`src/rtl/serial_word_assembler_pkg.sv`:
```
// Shared definitions for the serial word assembler: state encoding and default word width.
package serial_word_assembler_pkg;

  localparam int DEFAULT_WIDTH = 4;
  localparam int STATE_W       = 2;

  typedef enum logic [STATE_W-1:0] {
    ST_COLLECT = 2'd0,
    ST_PARITY  = 2'd1,
    ST_FULL    = 2'd2
  } state_t;

endpackage

```
`src/rtl/swa_bit_counter.sv`:
```
// Bit counter for the assembler: clears on request, counts accepted bits, and flags the
// final bit of a word so the count wraps to zero at word completion.
module swa_bit_counter
  import serial_word_assembler_pkg::*;
#(
  parameter int WIDTH = DEFAULT_WIDTH
) (
  input  logic clk,
  input  logic rst_n,
  input  logic clr_i,
  input  logic inc_i,
  output logic tc_o
);

  localparam int CW = $clog2(WIDTH + 1);

  logic [CW-1:0] cnt_q;
  logic [CW-1:0] cnt_d;

  assign tc_o = inc_i && (cnt_q == CW'(WIDTH - 1));

  always_comb begin
    cnt_d = cnt_q;
    if (clr_i) begin
      cnt_d = '0;
    end else if (inc_i) begin
      cnt_d = tc_o ? '0 : cnt_q + 1'b1;
    end
  end

  always_ff @(posedge clk or negedge rst_n) begin
    if (!rst_n) begin
      cnt_q <= '0;
    end else begin
      cnt_q <= cnt_d;
    end
  end

endmodule

```
`src/rtl/serial_word_assembler.sv`:
```
// Collects a serial bit stream into WIDTH-bit words presented with a valid/ready handshake.
// Define PARITY_CHECK_EN to add a trailing even-parity bit per frame and drive par_err.
module serial_word_assembler
  import serial_word_assembler_pkg::*;
#(
  parameter int WIDTH     = DEFAULT_WIDTH,
  parameter int MSB_FIRST = 1
) (
  input  logic             clk,
  input  logic             rst_n,
  input  logic             ser_in,
  input  logic             ser_valid,
  output logic             ser_ready,
  input  logic             flush,
  output logic [WIDTH-1:0] par_out,
  output logic             par_valid,
  input  logic             par_ready,
  output logic             par_err
);

  state_t           state_q;
  logic [WIDTH-1:0] sr_q;
  logic [WIDTH-1:0] sr_d;
  logic [WIDTH-1:0] par_out_q;
  logic             par_valid_q;
  logic             accept;
  logic             cnt_inc;
  logic             cnt_tc;

  // A word waiting in FULL blocks new bits unless it is being taken this same cycle.
  assign ser_ready = (state_q != ST_FULL) || par_ready;
  assign accept    = ser_valid && ser_ready && !flush;
  assign cnt_inc   = accept && (state_q != ST_PARITY);

  generate
    if (MSB_FIRST != 0) begin : g_msb_first
      assign sr_d = {sr_q[WIDTH-2:0], ser_in};
    end else begin : g_lsb_first
      assign sr_d = {ser_in, sr_q[WIDTH-1:1]};
    end
  endgenerate

  swa_bit_counter #(
    .WIDTH(WIDTH)
  ) u_bit_counter (
    .clk  (clk),
    .rst_n(rst_n),
    .clr_i(flush),
    .inc_i(cnt_inc),
    .tc_o (cnt_tc)
  );

`ifdef PARITY_CHECK_EN
  logic par_err_q;
  assign par_err = par_err_q;
`else
  assign par_err = 1'b0;
`endif

  assign par_out   = par_out_q;
  assign par_valid = par_valid_q;

  always_ff @(posedge clk or negedge rst_n) begin
    if (!rst_n) begin
      state_q     <= ST_COLLECT;
      sr_q        <= '0;
      par_out_q   <= '0;
      par_valid_q <= 1'b0;
`ifdef PARITY_CHECK_EN
      par_err_q   <= 1'b0;
`endif
    end else if (flush) begin
      state_q     <= ST_COLLECT;
      par_valid_q <= 1'b0;
`ifdef PARITY_CHECK_EN
      par_err_q   <= 1'b0;
`endif
    end else begin
      case (state_q)
        ST_COLLECT: begin
          if (accept) begin
            sr_q <= sr_d;
            if (cnt_tc) begin
              par_out_q <= sr_d;
`ifdef PARITY_CHECK_EN
              state_q   <= ST_PARITY;
`else
              state_q     <= ST_FULL;
              par_valid_q <= 1'b1;
`endif
            end
          end
        end
`ifdef PARITY_CHECK_EN
        ST_PARITY: begin
          if (accept) begin
            par_err_q   <= (^par_out_q) ^ ser_in;
            par_valid_q <= 1'b1;
            state_q     <= ST_FULL;
          end
        end
`endif
        ST_FULL: begin
          // A bit arriving with the handshake starts the next word without a bubble.
          if (par_ready) begin
            par_valid_q <= 1'b0;
            state_q     <= ST_COLLECT;
            if (accept) begin
              sr_q <= sr_d;
            end
          end
        end
        default: state_q <= ST_COLLECT;
      endcase
    end
  end

endmodule

```
`config.mk`:
```
export PLATFORM = sky130hd
export DESIGN_NAME = serial_word_assembler
export DESIGN_NICKNAME = d
export VERILOG_FILES = /design/src/rtl/serial_word_assembler_pkg.sv /design/src/rtl/swa_bit_counter.sv /design/src/rtl/serial_word_assembler.sv
export SDC_FILE = /design/constraint.sdc
export NUM_CORES = 1
export LEC_CHECK = 0
export CAP_MARGIN = 10
export CORE_AREA = 8 8 45 47
export DETAILED_ROUTE_END_ITERATION = 6
export DIE_AREA = 0 0 53 55
export GPL_ROUTABILITY_DRIVEN = 0
export SLEW_MARGIN = 5
export SYNTH_ARGS = -nofsm -noshare
export SYNTH_HDL_FRONTEND = slang
export SYNTH_HIERARCHICAL = 1
export SYNTH_SLANG_ARGS = --single-unit
```
`constraint.sdc`:
```
create_clock -name clk -period 2.9 [get_ports clk]
set_clock_uncertainty 0.2 [all_clocks]
set_input_delay 0.87 -clock clk [delete_from_list [all_inputs] [get_ports clk]]
set_output_delay 0.87 -clock clk [all_outputs]
set_load 0.02 [all_outputs]
```
==> impl_results.md <==
- Average cell area after synthesis: 13.5 um2
- Sequential share of the synthesized area: 55.1%
- Die outline width: around 53 um
- CP Depth: 3
- Largest cells by area after synthesis: sky130_fd_sc_hd__dfrtp_1 (55%), sky130_fd_sc_hd__mux2_2 (9.0%), sky130_fd_sc_hd__mux2_4 (9.0%), sky130_fd_sc_hd__nand2b_1 (3.8%), sky130_fd_sc_hd__and3b_1 (3.5%)
- Layout cell share with drive strength beyond 1: 28.3%
- Max-slew headroom: between 60% and 70%
- Tightest Pin Transition: ~500 ps
- Final setup violation count: 0
- Arr. time, crit path: approximately 1800 ps
- Average wire per cell in the routed design: ~15 um
- Diodes inserted: 0
- Detailed-route DRC error count: 0
- Crit path max fanout: 2
- Worst EP required: between 1500 and 2000 ps
- Clk Latency, worst-skew pair: 260 ps
- Post-synth top area cell: sky130_fd_sc_hd__dfrtp_1
- Net Count, Synth: 44
- Maximum number of pins on one net before global-route repair: 12
- Cell-by-cell trace of the critical path: clkdlybuf4s50_1, nand2b_4, dlygate4sd2_1
- Ratio of total power to cell area: approximately 480 mW/mm2
- Status: complete, no violations
- Initial antenna violation count: 0
- Maximum ir drop on the vdd rail: roughly 0.00021 V
- Synthesis-stage register bit count: 11
- Aggregate global-route resource usage: around 8.4%
- Post-Syn Instances: 37
- Clk slew on worst S/H paths: around 70 ps
- Number of violations reported at the end of detailed-routing iteration 0: 4
- Share of the cycle needed by the critical path after routing: 97.6%
- Number of buffers between clock root and the deepest sink: 2
- Buffers and inverters on the worst path: 2
- Endpoint kind of the worst setup timing path: output pin
- Pre-CTS setup slack: -207 ps
- Critical Setup Path Class: input port to output pin
- Clock root buffer master: sky130_fd_sc_hd__clkbuf_4
- Accumulated negative setup slack: 0 ps
- Drt first pass iters: 2
- Clock sink count: 11
- Leak: just over 0.3 nW
- Via density per instance: ~4.7
- Initial Util: between 30% and 40%
- Total CTS buffers: 3
- H-Tree Depth: 1
- Total placed cells including tap cells: 65
- Total wirelength of the detailed-routed design: 1020 um
- Slowest cell on crit path: sky130_fd_sc_hd__clkdlybuf4s50_1
- Die Y: between 50 and 60 um
- Count of buffers inserted at the top-level ports: 11
- Std-Cell Rows: 14
- Number of vias in the routed layout: about 330
- First-pass GRT wire length: approximately 1800 um
- Total of max-cap violations: 0
- Count of instances resized after the clock tree is built: 1
- Post-route setup slack: slightly below 70 ps
- Kind of start point of the critical path: input port
- Number of distinct library cells after synthesis: 16
- Top-Level Pins: 13
- Number of stages on the worst hold path: 1
- TritonCTS clock tree: done
- Upper clock frequency limit: 353 MHz
- Antenna viol nets, final: 0
- Via count of the first global-routing pass: 395
- Post-CTS Hold Buffers: 0
- Count of final max-slew check failures: 0
- Area of the die: roughly 0.0029 mm2
- Cell area after synthesis: between 400 and 500 um2
- Worst path top cell family by delay: buffers and inverters
- Worst hold-check path type: register to register
- Area growth, synth to finish: 31.8%
- Final Instance Count excl. Fillers: 69
- Worst hold margin: ~320 ps
- Final Hold Violating Endpoints: 0
- Synthesis warning total: 6
- Std-Cell Core Area: 0.00138 mm2
- Layout net count: 61
- Utilization after layout: a little under half
- Total setup buffers inserted after CTS: 0
- Placed wire-length estimate: roughly 800 um
- RSZ-0062 raised after global routing: false
- CP max stage delay: around 450 ps
- Overflow left after global routing: 0
- Min cycle time layout: 2830 ps
- Area share of the leading cell type in the synthesized netlist: between 50% and 60%
- Worst reg-to-reg path cell count: 8
synth_stat cells:
cell type / number
sky130_fd_sc_hd__ha_1: 1
sky130_fd_sc_hd__nand3b_1: 2
sky130_fd_sc_hd__nand3_1: 1
sky130_fd_sc_hd__mux2_4: 3
sky130_fd_sc_hd__dfrtp_1: 11
sky130_fd_sc_hd__and3b_1: 2
sky130_fd_sc_hd__nand2_1: 1
sky130_fd_sc_hd__nor2_1: 1
sky130_fd_sc_hd__nand2b_4: 1
sky130_fd_sc_hd__nor2_2: 1
sky130_fd_sc_hd__conb_1: 1
sky130_fd_sc_hd__nand2b_1: 3
sky130_fd_sc_hd__buf_4: 1
sky130_fd_sc_hd__buf_6: 1
sky130_fd_sc_hd__mux2_2: 4
sky130_fd_sc_hd__a21oi_1: 3
path summary, 6_finish.rpt:
kind / slack, ps / from / endpoint
max: 70 / par_ready / ser_ready
min: 320 / sr_q[2] / sr_q[2]
max reg2reg: 970 / state_q[1] / par_out[3]
min reg2reg: 320 / sr_q[2] / sr_q[2]
max in group asynchronous: 1430 / rst_n / sr_q[1]
min in group asynchronous: 740 / rst_n / sr_q[0]
registers in the layout, summed over array words and instances (netlist names):
register / flops
par_out: 4
sr_q: 3
state_q: 1
u_bit_counter/cnt_q: 3
logic make-up after synthesis:
logic type | after synthesis | synth area share (%)
DFF | 11 | 55.1
and+or+nand+nor | 12 | 16.8
AOI/OAI and AO/OA | 3 | 3.01
muxes | 7 | 18.0
other | 1 | 0.751
buffers and inverters | 2 | 3.76
adders and majority gates | 1 | 2.51
cell type report:
| cell class | instances | area (um2) |
|---|---|---|
| Multi-Input combinational cell | 24 | 205 |
| Sequential cell | 11 | 275 |
| Tap cell | 16 | 20.0 |
| Timing Repair Buffer | 14 | 131 |
| Clock buffer | 4 | 26.3 |
| Fill cell | 130 | 726 |
placed cells by master, fill, tap and decap left out:
master,instances
sky130_fd_sc_hd__conb_1,1
sky130_fd_sc_hd__nand3_1,1
sky130_fd_sc_hd__and3b_1,2
sky130_fd_sc_hd__nor2_2,1
sky130_fd_sc_hd__clkbuf_4,3
sky130_fd_sc_hd__mux2_4,3
sky130_fd_sc_hd__mux2_2,4
sky130_fd_sc_hd__clkdlybuf4s50_1,10
sky130_fd_sc_hd__nand2_1,1
sky130_fd_sc_hd__nand2b_4,1
sky130_fd_sc_hd__nor2_1,1
sky130_fd_sc_hd__ha_1,1
sky130_fd_sc_hd__clkbuf_1,1
sky130_fd_sc_hd__a21oi_1,3
sky130_fd_sc_hd__dfrtp_1,11
sky130_fd_sc_hd__nand2b_1,3
sky130_fd_sc_hd__buf_4,3
sky130_fd_sc_hd__dlygate4sd2_1,1
sky130_fd_sc_hd__nand3b_1,2
layer usage:
layer | up-vias | wire length, um | track usage [%]
met4 | 0 | 0 | 6.47
li1 | 156 | - | -
met2 | 8 | 528 | 13.5
met1 | 161 | 397 | 8.72
met5 | - | 0 | 0
met3 | 0 | 89 | 3.48
power breakdown:
group          internal, mW  leakage, nW  switching (mW)
clock                0.0532       0.0150          0.0492
combinational        0.0266        0.148          0.0147
sequential            0.166        0.146         0.00810
total                 0.245        0.309          0.0720
metrics by stage:
| stage | instance area, um2 | power, mW |
|---|---|---|
| final | 658 | 0.317 |
| after global routing | 658 | 0.334 |
| after CTS | 658 | 0.321 |
| after detailed placement | 633 | 0.218 |
| after global placement | 633 | 0.215 |
| after floorplan | 499 | 0.201 |
Note: power is estimated with default switching activity, not from simulation.
